<file path="config.mk">
export PLATFORM = sky130hd
export DESIGN_NAME = led_flash_ctrl
export DESIGN_NICKNAME = d
export VERILOG_FILES = /design/src/rtl/led_flash_ctrl.sv
export SDC_FILE = /design/constraint.sdc
export NUM_CORES = 1
export LEC_CHECK = 0
export CORE_MARGIN = 2
export CORE_UTILIZATION = 66
export DETAILED_ROUTE_END_ITERATION = 8
export PLACE_DENSITY = 0.85
export SLEW_MARGIN = 20
export SYNTH_ARGS = -nofsm -noshare
export SYNTH_HDL_FRONTEND = slang
export SYNTH_SLANG_ARGS = --single-unit
</file>
<file path="constraint.sdc">
create_clock -name clk -period 5.8 [get_ports clk]
set_input_delay 0.58 -clock clk [delete_from_list [all_inputs] [get_ports clk]]
set_output_delay 0.58 -clock clk [all_outputs]
set_load 0.1 [all_outputs]
</file>
<file path="src/rtl/led_flash_ctrl.sv">
// rtl/led_flash_ctrl.sv - multi-channel LED flash controller
// Per-channel solid/blink activation timed in milliseconds from a shared 1 kHz tick.
module led_flash_ctrl #(
  parameter int N_CH      = 4,
  parameter int SYS_FREQ  = 100_000_000,
  parameter int PERIOD_MS = 20000,
  parameter int BLINK_MS  = 250,
  parameter bit RETRIGGER = 1'b1
) (
  input  logic            clk,
  input  logic            reset,
  input  logic [N_CH-1:0] trigger,
  input  logic [N_CH-1:0] blink_en,
  input  logic [N_CH-1:0] abort,
  output logic [N_CH-1:0] led_on,
  output logic [N_CH-1:0] busy,
  output logic [N_CH-1:0] done
);

  localparam int TICK_DIV = SYS_FREQ / 1000;
  localparam int PW       = $clog2(TICK_DIV);
  localparam int MSW      = $clog2(PERIOD_MS + 1);
  localparam int BKW      = $clog2(BLINK_MS + 1);

  localparam logic [PW-1:0]  PRE_LAST = PW'(TICK_DIV - 1);
  localparam logic [MSW-1:0] MS_LAST  = MSW'(PERIOD_MS - 1);
  localparam logic [BKW-1:0] BLK_LAST = BKW'(BLINK_MS - 1);

  if ((SYS_FREQ % 1000) != 0 || SYS_FREQ < 2000) begin : g_bad_freq
    $error("led_flash_ctrl: SYS_FREQ must be a multiple of 1000 and >= 2000");
  end
  if (PERIOD_MS < 1 || BLINK_MS < 1) begin : g_bad_ms
    $error("led_flash_ctrl: PERIOD_MS and BLINK_MS must be >= 1");
  end
  if (N_CH < 1 || N_CH > 32) begin : g_bad_nch
    $error("led_flash_ctrl: N_CH must be 1..32");
  end

  typedef enum logic {S_IDLE, S_ACTIVE} ch_state_e;

  logic [PW-1:0]   pre_cnt;
  logic            tick;
  logic [N_CH-1:0] trig_q;
  logic [N_CH-1:0] rise;

  always_ff @(posedge clk or posedge reset) begin
    if (reset) begin
      pre_cnt <= '0;
    end else if (pre_cnt == PRE_LAST) begin
      pre_cnt <= '0;
    end else begin
      pre_cnt <= pre_cnt + PW'(1);
    end
  end

  assign tick = (pre_cnt == PRE_LAST);

  always_ff @(posedge clk or posedge reset) begin
    if (reset) begin
      trig_q <= '0;
    end else begin
      trig_q <= trigger;
    end
  end

  assign rise = trigger & ~trig_q;

  for (genvar i = 0; i < N_CH; i++) begin : g_ch
    ch_state_e      state_q, state_d;
    logic [MSW-1:0] ms_q, ms_d;
    logic [BKW-1:0] blk_q, blk_d;
    logic           phase_q, phase_d;
    logic           mode_q, mode_d;
    logic           done_q, done_d;

    always_ff @(posedge clk or posedge reset) begin
      if (reset) begin
        state_q <= S_IDLE;
        ms_q    <= '0;
        blk_q   <= '0;
        phase_q <= 1'b0;
        mode_q  <= 1'b0;
        done_q  <= 1'b0;
      end else begin
        state_q <= state_d;
        ms_q    <= ms_d;
        blk_q   <= blk_d;
        phase_q <= phase_d;
        mode_q  <= mode_d;
        done_q  <= done_d;
      end
    end

    always_comb begin
      state_d = state_q;
      ms_d    = ms_q;
      blk_d   = blk_q;
      phase_d = phase_q;
      mode_d  = mode_q;
      done_d  = 1'b0;
      case (state_q)
        S_IDLE: begin
          // abort beats a coincident rise, so an aborted start never lights the LED
          if (rise[i] && !abort[i]) begin
            state_d = S_ACTIVE;
            ms_d    = '0;
            blk_d   = '0;
            phase_d = 1'b1;
            mode_d  = blink_en[i];
          end
        end
        S_ACTIVE: begin
          if (abort[i]) begin
            state_d = S_IDLE;
          end else if (RETRIGGER && rise[i]) begin
            ms_d    = '0;
            blk_d   = '0;
            phase_d = 1'b1;
            mode_d  = blink_en[i];
          end else if (tick) begin
            if (ms_q == MS_LAST) begin
              state_d = S_IDLE;
              done_d  = 1'b1;
            end else begin
              ms_d = ms_q + MSW'(1);
              if (mode_q) begin
                if (blk_q == BLK_LAST) begin
                  blk_d   = '0;
                  phase_d = ~phase_q;
                end else begin
                  blk_d = blk_q + BKW'(1);
                end
              end
            end
          end
        end
        default: state_d = S_IDLE;
      endcase
    end

    assign busy[i]   = (state_q == S_ACTIVE);
    assign led_on[i] = (state_q == S_ACTIVE) && (mode_q ? phase_q : 1'b1);
    assign done[i]   = done_q;
  end

endmodule

</file>
==> results.yml, run 1 <==
run_status:
  status: "finished clean"
synthesis:
  synth_fp_nets: 772
  yosysWarnings: 0
  ys.flop_type: "dfrtp_1"
  synth_top_area_share_pct: 46.4
  synth.top_cells.by_count: "dfrtp_1, nand2_1, nand3_1, nor2_1, o21ai_0"
  yosysUniqueCellTypes: 63
  postSynthAreaPerCell_um2: 9.33
  netlist_instances: 745
  yosysMostFrequentCell: "dfrtp_1"
  ys_seq_area_share_pct: 46.4
  synth_top_cell_by_area: "dfrtp_1"
  synth_area_leaders: "dfrtp_1, nand3_1, nand4_1"
  ys_ff_latch: 129
  synth_area_mm2: 0.00695
  async_reset_ff_share_pct: 100
  synth-edff-count: 0
sta:
  rsz0062_at_grt: "no"
  final.min_clock_period_ps: 3260
  fin_setup_tns_ps: 0
  skew_ps: 7.98
  whs_ps: 483
  setup_ws_ps: 2540
  fmax_ghz: 0.307
  setup_violations: 0
  worst_pin_slew_ps: 1020
  fin_crit_sh_pct: 56.2
  finalHoldViolCount: 0
  slew_headroom_pct: 32.0
  slew_violations: 0
cts:
  clk_pin_slew_ps: 60
  clk_latency_ps: 540
  numCtsBuffers: 17
  hold_buffers: 0
  h-tree-depth: 4
  clock-root-buffer: "clkbuf_8"
  post_cts_buffers: 0
  ctsResizeCount: 0
  numClockSinks: 129
  clk_path_buf_depth: 2
  cts_tree: "yes"
worst_setup_path:
  timing.rr.end: "g_ch[2].blk_q[6]"
  reg2reg_depth: 5
  cp_max_fo: 18
  r2r_slack_ps: 2540
  startpoint_type: "flip-flop"
  worstPathArrival_ps: 3700
  cp.required_ps: 6250
  cp-end-kind: "flip-flop"
  criticalPathCategory: "flip-flop to flip-flop"
  reg2reg_from: "pre_cnt[13]"
finish:
  n_antenna_cell: 0
  utilization_pct: 76.7
  layout-drive-gt1-share_pct: 6.74
  nets: 785
  area_growth_pct: 13.3
  fill_cells: 686
  final_cells: 907
detailed_routing:
  drcViolationCount: 0
  wl_met2_mm: 7.88
  wl_met3_um: 926
  m1WireLength_mm: 6.82
  routed_wl_mm: 15.8
  viasPerCell: 6.60
  highest_layer: "met4"
  drt-initial-drc-count: 566
  drtAntennaViolNets: 0
  wl_per_cell_um: 17.5
  vias: 5985
  drtPass1Iterations: 5
hold_path:
  worstHoldStart: "pre_cnt[0]"
  min_to: "pre_cnt[0]"
  hold-path-cell-count: 1
  holdCritPathClass: "flip-flop to flip-flop"
flow_run:
  maxCapViolCount: 0
floorplan:
  ios: 26
  die_w_um: 107
  num_rows: 37
  dieArea_mm2: 0.0114
  initial_core_util_pct: 67.7
  die_h_um: 107
  placeableCoreArea_mm2: 0.0103
global_route:
  grt_max_degree: 86
  grt.overflow.total: 0
  track_usage_pct: 29.5
  grt_pass1_vias: 5632
  antenna_found_initial: 0
  grt_pass1_wl_mm: 26.7
placement:
  place_ws_ps: 2570
  port-buffer-count: 25
  globalplace.congestion: 0.890
  hpwl_mm: 10.3
  place_inst: 875
power:
  p_per_area_mw_per_mm2: 285
  power.leakage_uw: 0.00329
  peakVddDrop_v: 0.000236
## where the power goes
| group | leakage [uW] | total, uW | switching, uW | internal [uW] |
|---|---|---|---|---|
| Sequential | 0.00175 | 944 | 24.1 | 920 |
| Combinational | 0.00123 | 145 | 104 | 41.0 |
| Clock | 0.000308 | 1160 | 402 | 753 |
| Total | 0.00329 | 2240 | 530 | 1710 |
## worst max-delay path by stage
stage	from	end	slack [ps]	cells after the start
after global routing	pre_cnt[13]	g_ch[2].blk_q[3]	2330	5
after floorplan	reset	g_ch[0].blk_q[0]	1780	1
after detailed placement	pre_cnt[13]	g_ch[2].blk_q[6]	2570	5
after CTS	pre_cnt[13]	g_ch[2].blk_q[6]	2570	5
final	pre_cnt[13]	g_ch[2].blk_q[6]	2540	5
after global placement	pre_cnt[13]	g_ch[2].blk_q[6]	2720	5
## final cells by class
type | count | area (um^2) | share of cell area (%)
Clock inverter | 13 | 210 | 2.67
Multi-Input combinational cell | 555 | 3460 | 43.9
Tap cell | 136 | 170 | 2.16
Timing Repair Buffer | 28 | 273 | 3.46
Clock buffer | 19 | 432 | 5.48
Inverter | 27 | 106 | 1.35
Sequential cell | 129 | 3230 | 41.0
## critical path, stage by stage, from the launching register on
cell,delay [ps]
dfrtp_1,430
or4_4,590
nor4_4,900
a31oi_1,590
or2_1,420
o31ai_1,220
## cell families (layout without fill, tap and decap cells)
logic type               after synthesis  count (layout)  synth area share (%)
AO/OA/AOI/OAI                        161             161                  14.6
XOR/XNOR                              35              35                  4.41
adder cells (fa/ha/maj)               13              13                  2.34
buffers and inverters                 61              87                  3.81
flip-flops                           129             129                  46.4
multiplexers                           6               6                 0.882
AND/OR/NAND/NOR                      340             340                  27.6
## flip-flops by register name, summed over array words and instances, names as in the netlist
signal,flops
pre_cnt,17
g_ch.state_q,4
g_ch.blk_q,32
g_ch.ms_q,60
g_ch.done_q,4
g_ch.phase_q,4
g_ch.mode_q,4
trig_q,4
## cell usage in the layout, fill, tap and decap left out, types with 3 or more instances in the layout
cell type / instances
a21boi_0: 4
a21oi_1: 44
a31o_2: 4
a31oi_1: 18
a41oi_1: 6
and2_1: 5
and3_1: 20
and4_1: 10
buf_4: 3
bufinv_16: 5
clkbuf_16: 16
clkdlybuf4s50_1: 25
clkinv_4: 4
dfrtp_1: 129
ha_1: 13
inv_1: 26
mux2i_1: 5
nand2_1: 55
nand2b_1: 12
nand3_1: 53
nand4_1: 40
nor2_1: 53
nor2b_1: 5
nor3_1: 14
nor4_1: 13
nor4_2: 3
nor4b_1: 7
nor4bb_1: 4
o211ai_1: 6
o21ai_0: 44
o31ai_1: 13
o41ai_1: 4
or2_2: 3
or3_1: 16
or4_1: 13
xnor2_1: 23
xor2_1: 12
## layer usage
metal,vias to the layer above,global-route usage (%)
met2,224,47.8
met5,-,0
met4,0,10.6
met3,26,7.66
met1,2935,38.6
li1,2800,-
## per-stage QoR
stage	instance area [um^2]	power (uW)
final	7880	2240
after global routing	7880	2310
after CTS	7880	2250
after detailed placement	7240	1100
after global placement	7240	1100
after floorplan	6950	1060
(Power assumes the default switching activity.)
==> inputs of run 2 (changes only) <==
--- a/config.mk
+++ b/config.mk
@@ -6,9 +6,9 @@
 export NUM_CORES = 1
 export LEC_CHECK = 0
 export CORE_MARGIN = 2
-export CORE_UTILIZATION = 66
+export CORE_UTILIZATION = 61
 export DETAILED_ROUTE_END_ITERATION = 8
-export PLACE_DENSITY = 0.85
+export PLACE_DENSITY = 0.8
 export SLEW_MARGIN = 20
 export SYNTH_ARGS = -nofsm -noshare
 export SYNTH_HDL_FRONTEND = slang
==> constraint.sdc (replaced) <==
create_clock -name clk -period 3.3 [get_ports clk]
set_input_delay 0.33 -clock clk [delete_from_list [all_inputs] [get_ports clk]]
set_output_delay 0.33 -clock clk [all_outputs]
set_load 0.1 [all_outputs]
==> results.yml, run 2 (synthesis gave the netlist of run 1 again) <==
worst_setup_path:
  reg2reg_from: "pre_cnt[13]"
  path_delay_family: "simple AND/OR/NAND/NOR gates"
  reg2reg_depth: 6
  worstPathArrival_ps: 3050
  crit_start: "pre_cnt[13]"
  startpoint_type: "flip-flop"
  criticalPathCategory: "flip-flop to flip-flop"
  crit_chain: "or4_4, nor4_2, a21oi_1, buf_4, or4_1, a21oi_1"
  cp.required_ps: 3640
  slowest_stage: "or4_4"
  path_depth: 6
  cp-end-kind: "flip-flop"
  cp_max_fo: 16
  crit_buf_inv: 1
  crit_top_cell: "a21oi_1"
  critPathMaxStageDelay_ps: 580
finish:
  final_cells: 922
  layout_commonest_cell: "dfrtp_1"
  area_growth_pct: 13.8
  reg_top3: "g_ch.ms_q: 60 flops, g_ch.blk_q: 32 flops, pre_cnt: 17 flops"
  nets: 797
  layout-drive-gt1-share_pct: 7.93
  top_register: "g_ch.ms_q"
  n_antenna_cell: 0
  largest_register_ffs: 60
  final_cell_mix: "dfrtp_1, nand2_1, nand3_1, nor2_1"
hold_path:
  holdCritPathClass: "primary input to async pin"
power:
  p_per_area_mw_per_mm2: 477
  p_seq_share_pct: 43.9
  clockPowerShare_pct: 49.2
  p_int_uw: 2910
  peakVddDrop_v: 0.000410
  power.leakage_uw: 0.00334
  power_switching_share_pct: 22.9
  pwr-share-comb_pct: 6.9
  p_switching_uw: 867
sta:
  setup_violations: 0
  worst_pin_slew_ps: 1020
  slew_violations: 0
  slew_headroom_pct: 31.8
  final.min_clock_period_ps: 2710
  finalHoldViolCount: 0
  fin_setup_tns_ps: 0
  fin_crit_sh_pct: 82.2
  skew_ps: 10.9
  fmax_ghz: 0.369
  rsz0062_at_grt: "no"
floorplan:
  initial_core_util_pct: 63.3
  die_h_um: 111
  placeableCoreArea_mm2: 0.0110
  num_rows: 38
  dieArea_mm2: 0.0123
  ios: 26
  die_w_um: 111
placement:
  hpwl_mm: 10.5
  globalplace.congestion: 0.876
  place_inst: 891
  port-buffer-count: 25
detailed_routing:
  drtAntennaViolNets: 0
  drtPass1Iterations: 5
  drcViolationCount: 0
  routed_wl_mm: 15.7
  drt-initial-drc-count: 335
  vias: 5999
  viasPerCell: 6.51
  wl_per_cell_um: 17.0
cts:
  clk_latency_ps: 420
  post_cts_buffers: 0
  clock-root-buffer: "clkbuf_16"
  numClockSinks: 129
  clk_pin_slew_ps: 50
  cts_tree: "yes"
  clk_path_buf_depth: 2
  ctsResizeCount: 0
  h-tree-depth: 4
  hold_buffers: 0
  numCtsBuffers: 17
global_route:
  grt.overflow.total: 0
  grt_pass1_vias: 5994
  grt_pass1_wl_mm: 27.6
  grt_max_degree: 75
  track_usage_pct: 27.1
  antenna_found_initial: 0
flow_run:
  maxCapViolCount: 0
run_status:
  status: "finished clean"
==> run 2: changes by cell type in the layout (fill, tap and decap cells not counted), sizes merged <==
cell           delta
clkbuf            +6
inv               -1
clkinvlp          -1
clkdlybuf4s50     -4
bufinv            -2
buf              +16
clkinv            -3
==> run 2: final timing paths <==
path / slack (ps) / end
min in group clk: 390 / trig_q[0]
hold / removal: 270 / g_ch[3].ms_q[11]
setup reg to reg: 590 / g_ch[3].ms_q[4]
hold reg to reg: 480 / g_ch[2].blk_q[6]
setup / recovery: 590 / g_ch[3].ms_q[4]
max in group asynchronous: 2230 / g_ch[0].blk_q[5]
==> run 2: power by group through the flow <==
| stage | Clock [uW] | Combinational, uW | Sequential, uW |
|---|---|---|---|
| 2_1_floorplan | 0 | 192 | 1670 |
| 3_3_place_gp | 0 | 253 | 1680 |
| 3_5_place_dp | 0 | 262 | 1680 |
| 4_1_cts | 1890 | 262 | 1660 |
| 5_1_grt | 1940 | 286 | 1660 |
| 6_report | 1860 | 261 | 1660 |
==> run 2: cell type report <==
cell class                      count  area, um^2
Timing Repair Buffer               40         365
Fill cell                         762        3070
Clock inverter                      6         105
Clock buffer                       25         475
Tap cell                          140         175
Multi-Input combinational cell    555        3460
Inverter                           27         105
Sequential cell                   129        3230
==> run 2: per-layer routing <==
layer	share of wire (%)	vias up	GRT usage (%)	routed length, um
met1	44	2942	34.5	6970
met4	2.1	0	14.5	336
met2	49	186	43.5	7730
li1	-	2833	-	-
met5	0	-	0	0
met3	4.2	38	5.74	660
==> run 2: metrics by stage <==
stage | instance area, um^2 | setup slack [ps] | hold WS [ps] | total power, uW | util [%]
2_1_floorplan | 6960 | 330 | 361 | 1860 | -
3_3_place_gp | 7330 | 764 | 465 | 1940 | 66.8
3_5_place_dp | 7330 | 691 | 472 | 1940 | 66.8
4_1_cts | 7920 | 642 | 276 | 3810 | 72.1
5_1_grt | 7920 | 429 | 329 | 3890 | 72.1
6_report | 7920 | 587 | 273 | 3780 | 72.1
==> inputs of run 3 (changes only) <==
--- a/config.mk
+++ b/config.mk
@@ -6,9 +6,9 @@
 export NUM_CORES = 1
 export LEC_CHECK = 0
 export CORE_MARGIN = 2
-export CORE_UTILIZATION = 61
+export CORE_UTILIZATION = 55
 export DETAILED_ROUTE_END_ITERATION = 8
-export PLACE_DENSITY = 0.8
+export PLACE_DENSITY = 0.76
 export SLEW_MARGIN = 20
 export SYNTH_ARGS = -nofsm -noshare
 export SYNTH_HDL_FRONTEND = slang
==> constraint.sdc (replaced) <==
create_clock -name clk -period 2.19 [get_ports clk]
set_input_delay 0.219 -clock clk [delete_from_list [all_inputs] [get_ports clk]]
set_output_delay 0.219 -clock clk [all_outputs]
set_load 0.1 [all_outputs]
==> results.yml, run 3 (synthesis gave the netlist of run 1 again) <==
power:
  p_per_area_mw_per_mm2: 651
  power.leakage_uw: 0.00396
  peakVddDrop_v: 0.000662
cts:
  clk_pin_slew_ps: 60
  hold_buffers: 0
  h-tree-depth: 4
  clock-root-buffer: "clkbuf_16"
  cts_tree: "yes"
  clk_path_buf_depth: 2
  numClockSinks: 129
  numCtsBuffers: 17
  clk_latency_ps: 430
detailed_routing:
  drcViolationCount: 0
  wl_met2_mm: 9.42
  routed_wl_mm: 18.7
  m1WireLength_mm: 7.73
  highest_layer: "met4"
  drtPass1Iterations: 6
  wl_per_cell_um: 17.8
  drtAntennaViolNets: 0
  drt-initial-drc-count: 550
  vias: 6588
  wl_met3_mm: 1.11
  viasPerCell: 6.27
sta:
  slew_headroom_pct: 57.6
  slew_violations: 0
  worst_pin_slew_ps: 628
  finalHoldViolCount: 0
  whs_ps: 210
  fin_crit_sh_pct: 107
  setup_ws_ps: -163
  rsz0062_at_grt: "yes"
  setup_violations: 39
  skew_ps: 7.54
  final.min_clock_period_ps: 2350
  fmax_ghz: 0.425
placement:
  hpwl_mm: 11.8
  place_inst: 997
  globalplace.congestion: 0.904
  place_area_mm2: 0.00798
  port-buffer-count: 25
global_route:
  antenna_found_initial: 0
  grt.overflow.total: 0
  grt_max_degree: 43
  grt_pass1_vias: 6386
  track_usage_pct: 27.8
  grt_pass1_wl_mm: 29.5
floorplan:
  dieArea_mm2: 0.0136
  initial_core_util_pct: 55.8
  die_h_um: 116
  placeableCoreArea_mm2: 0.0125
  num_rows: 41
  ios: 26
  die_w_um: 116
finish:
  layout-drive-gt1-share_pct: 28.1
  area_growth_pct: 34.0
  layout_commonest_cell: "dfrtp_1"
  top_register: "g_ch.ms_q"
  final_cells: 1051
  largest_register_ffs: 60
  finalInstanceArea_mm2: 0.00932
  n_antenna_cell: 0
  nets: 893
  reg_top3: "g_ch.ms_q: 60 flops, g_ch.blk_q: 32 flops, pre_cnt: 17 flops"
  final_cell_mix: "dfrtp_1, buf_4, nand2_1"
worst_setup_path:
  crit_chain: "or4_4, nor4_4, buf_6, buf_6, nand4_1, buf_4, o41ai_1"
  crit_buf_inv: 3
  cp-end-kind: "flip-flop"
  r2r_slack_ps: -160
  slowest_stage: "or4_4"
  path_delay_family: "simple AND/OR/NAND/NOR gates"
  cp.required_ps: 2490
  cp_max_fo: 5
  startpoint_type: "flip-flop"
  criticalPathCategory: "flip-flop to flip-flop"
  crit_top_cell: "buf_6"
  reg2reg_depth: 7
  worstPathArrival_ps: 2660
  critPathMaxStageDelay_ps: 560
  timing.rr.end: "g_ch[3].blk_q[2]"
  reg2reg_from: "pre_cnt[8]"
flow_run:
  maxCapViolCount: 0
hold_path:
  holdCritPathClass: "primary input to async pin"
run_status:
  status: "finished with violations"
  violations: "negative setup slack"
-- run 3: cell types whose count changed in the layout (fill, tap and decap cells not counted), moves of 6 or more --
cell and change:
buf_6 +14, or4_4 +6, o21ai_0 -11, a21oi_2 +18
nor4_1 -6, o21ai_1 +6, clkdlybuf4s50_1 -8, buf_4 +79
or4_1 -6, a21oi_1 -18
-- run 3: through the flow --
stage	util (%)	setup slack, ps	power, uW	setup TNS [ps]
5_1_grt	74.7	-232	6270	-6320
2_1_floorplan	-	-91.6	2820	-400
6_report	74.7	-163	6070	-2220
3_5_place_dp	64.0	-178	2980	-2580
4_1_cts	70.9	-111	6050	-1020
3_3_place_gp	64.0	-71.1	2960	-193
-- run 3: final cells by class --
class,count,area [um^2]
Multi-Input combinational cell,558,3970
Sequential cell,129,3230
Fill cell,837,3150
Timing Repair Buffer,133,1160
Clock buffer,22,484
Tap cell,172,215
Clock inverter,10,155
Inverter,27,105
-- run 3: worst register-to-register path, delay by kind of cell (launching register included) --
family                 cells  cell delay (ps)
and+or+nand+nor            3             1060
buffers and inverters      3              490
DFF                        1              380
AOI/OAI and AO/OA          1              300
-- run 3: where the power goes --
part	internal, uW	switching [uW]
Sequential	2440	59.4
Combinational	170	333
Clock	2010	1050
Total	4620	1440
-- run 3: timing repair --
action / in CTS / in global routing
resized for setup: 32 / 82
hold endpoints to repair: 0 / 0
pin swaps: 15 / 36
setup endpoints to repair: 42 / 77
buffers inserted: 6 / 13
cloned: 2 / 3
-- run 3: metal layers --
| layer | vias to the layer above | track usage (%) |
|---|---|---|
| met5 | - | 0 |
| met4 | 0 | 11.0 |
| met3 | 57 | 7.99 |
| met2 | 225 | 45.4 |
| met1 | 3273 | 35.0 |
| li1 | 3033 | - |
-- run 3: how the worst max path moves through the flow --
stage / from / to / slack [ps] / depth (start not counted)
after floorplan: pre_cnt[8] / g_ch[0].ms_q[12] / -90 / 5
after detailed placement: pre_cnt[8] / g_ch[3].phase_q / -180 / 7
after CTS: pre_cnt[8] / g_ch[3].phase_q / -110 / 7
after global routing: pre_cnt[8] / g_ch[3].blk_q[2] / -230 / 8
final: pre_cnt[8] / g_ch[3].blk_q[2] / -160 / 7
after global placement: pre_cnt[8] / g_ch[3].phase_q / -70 / 7
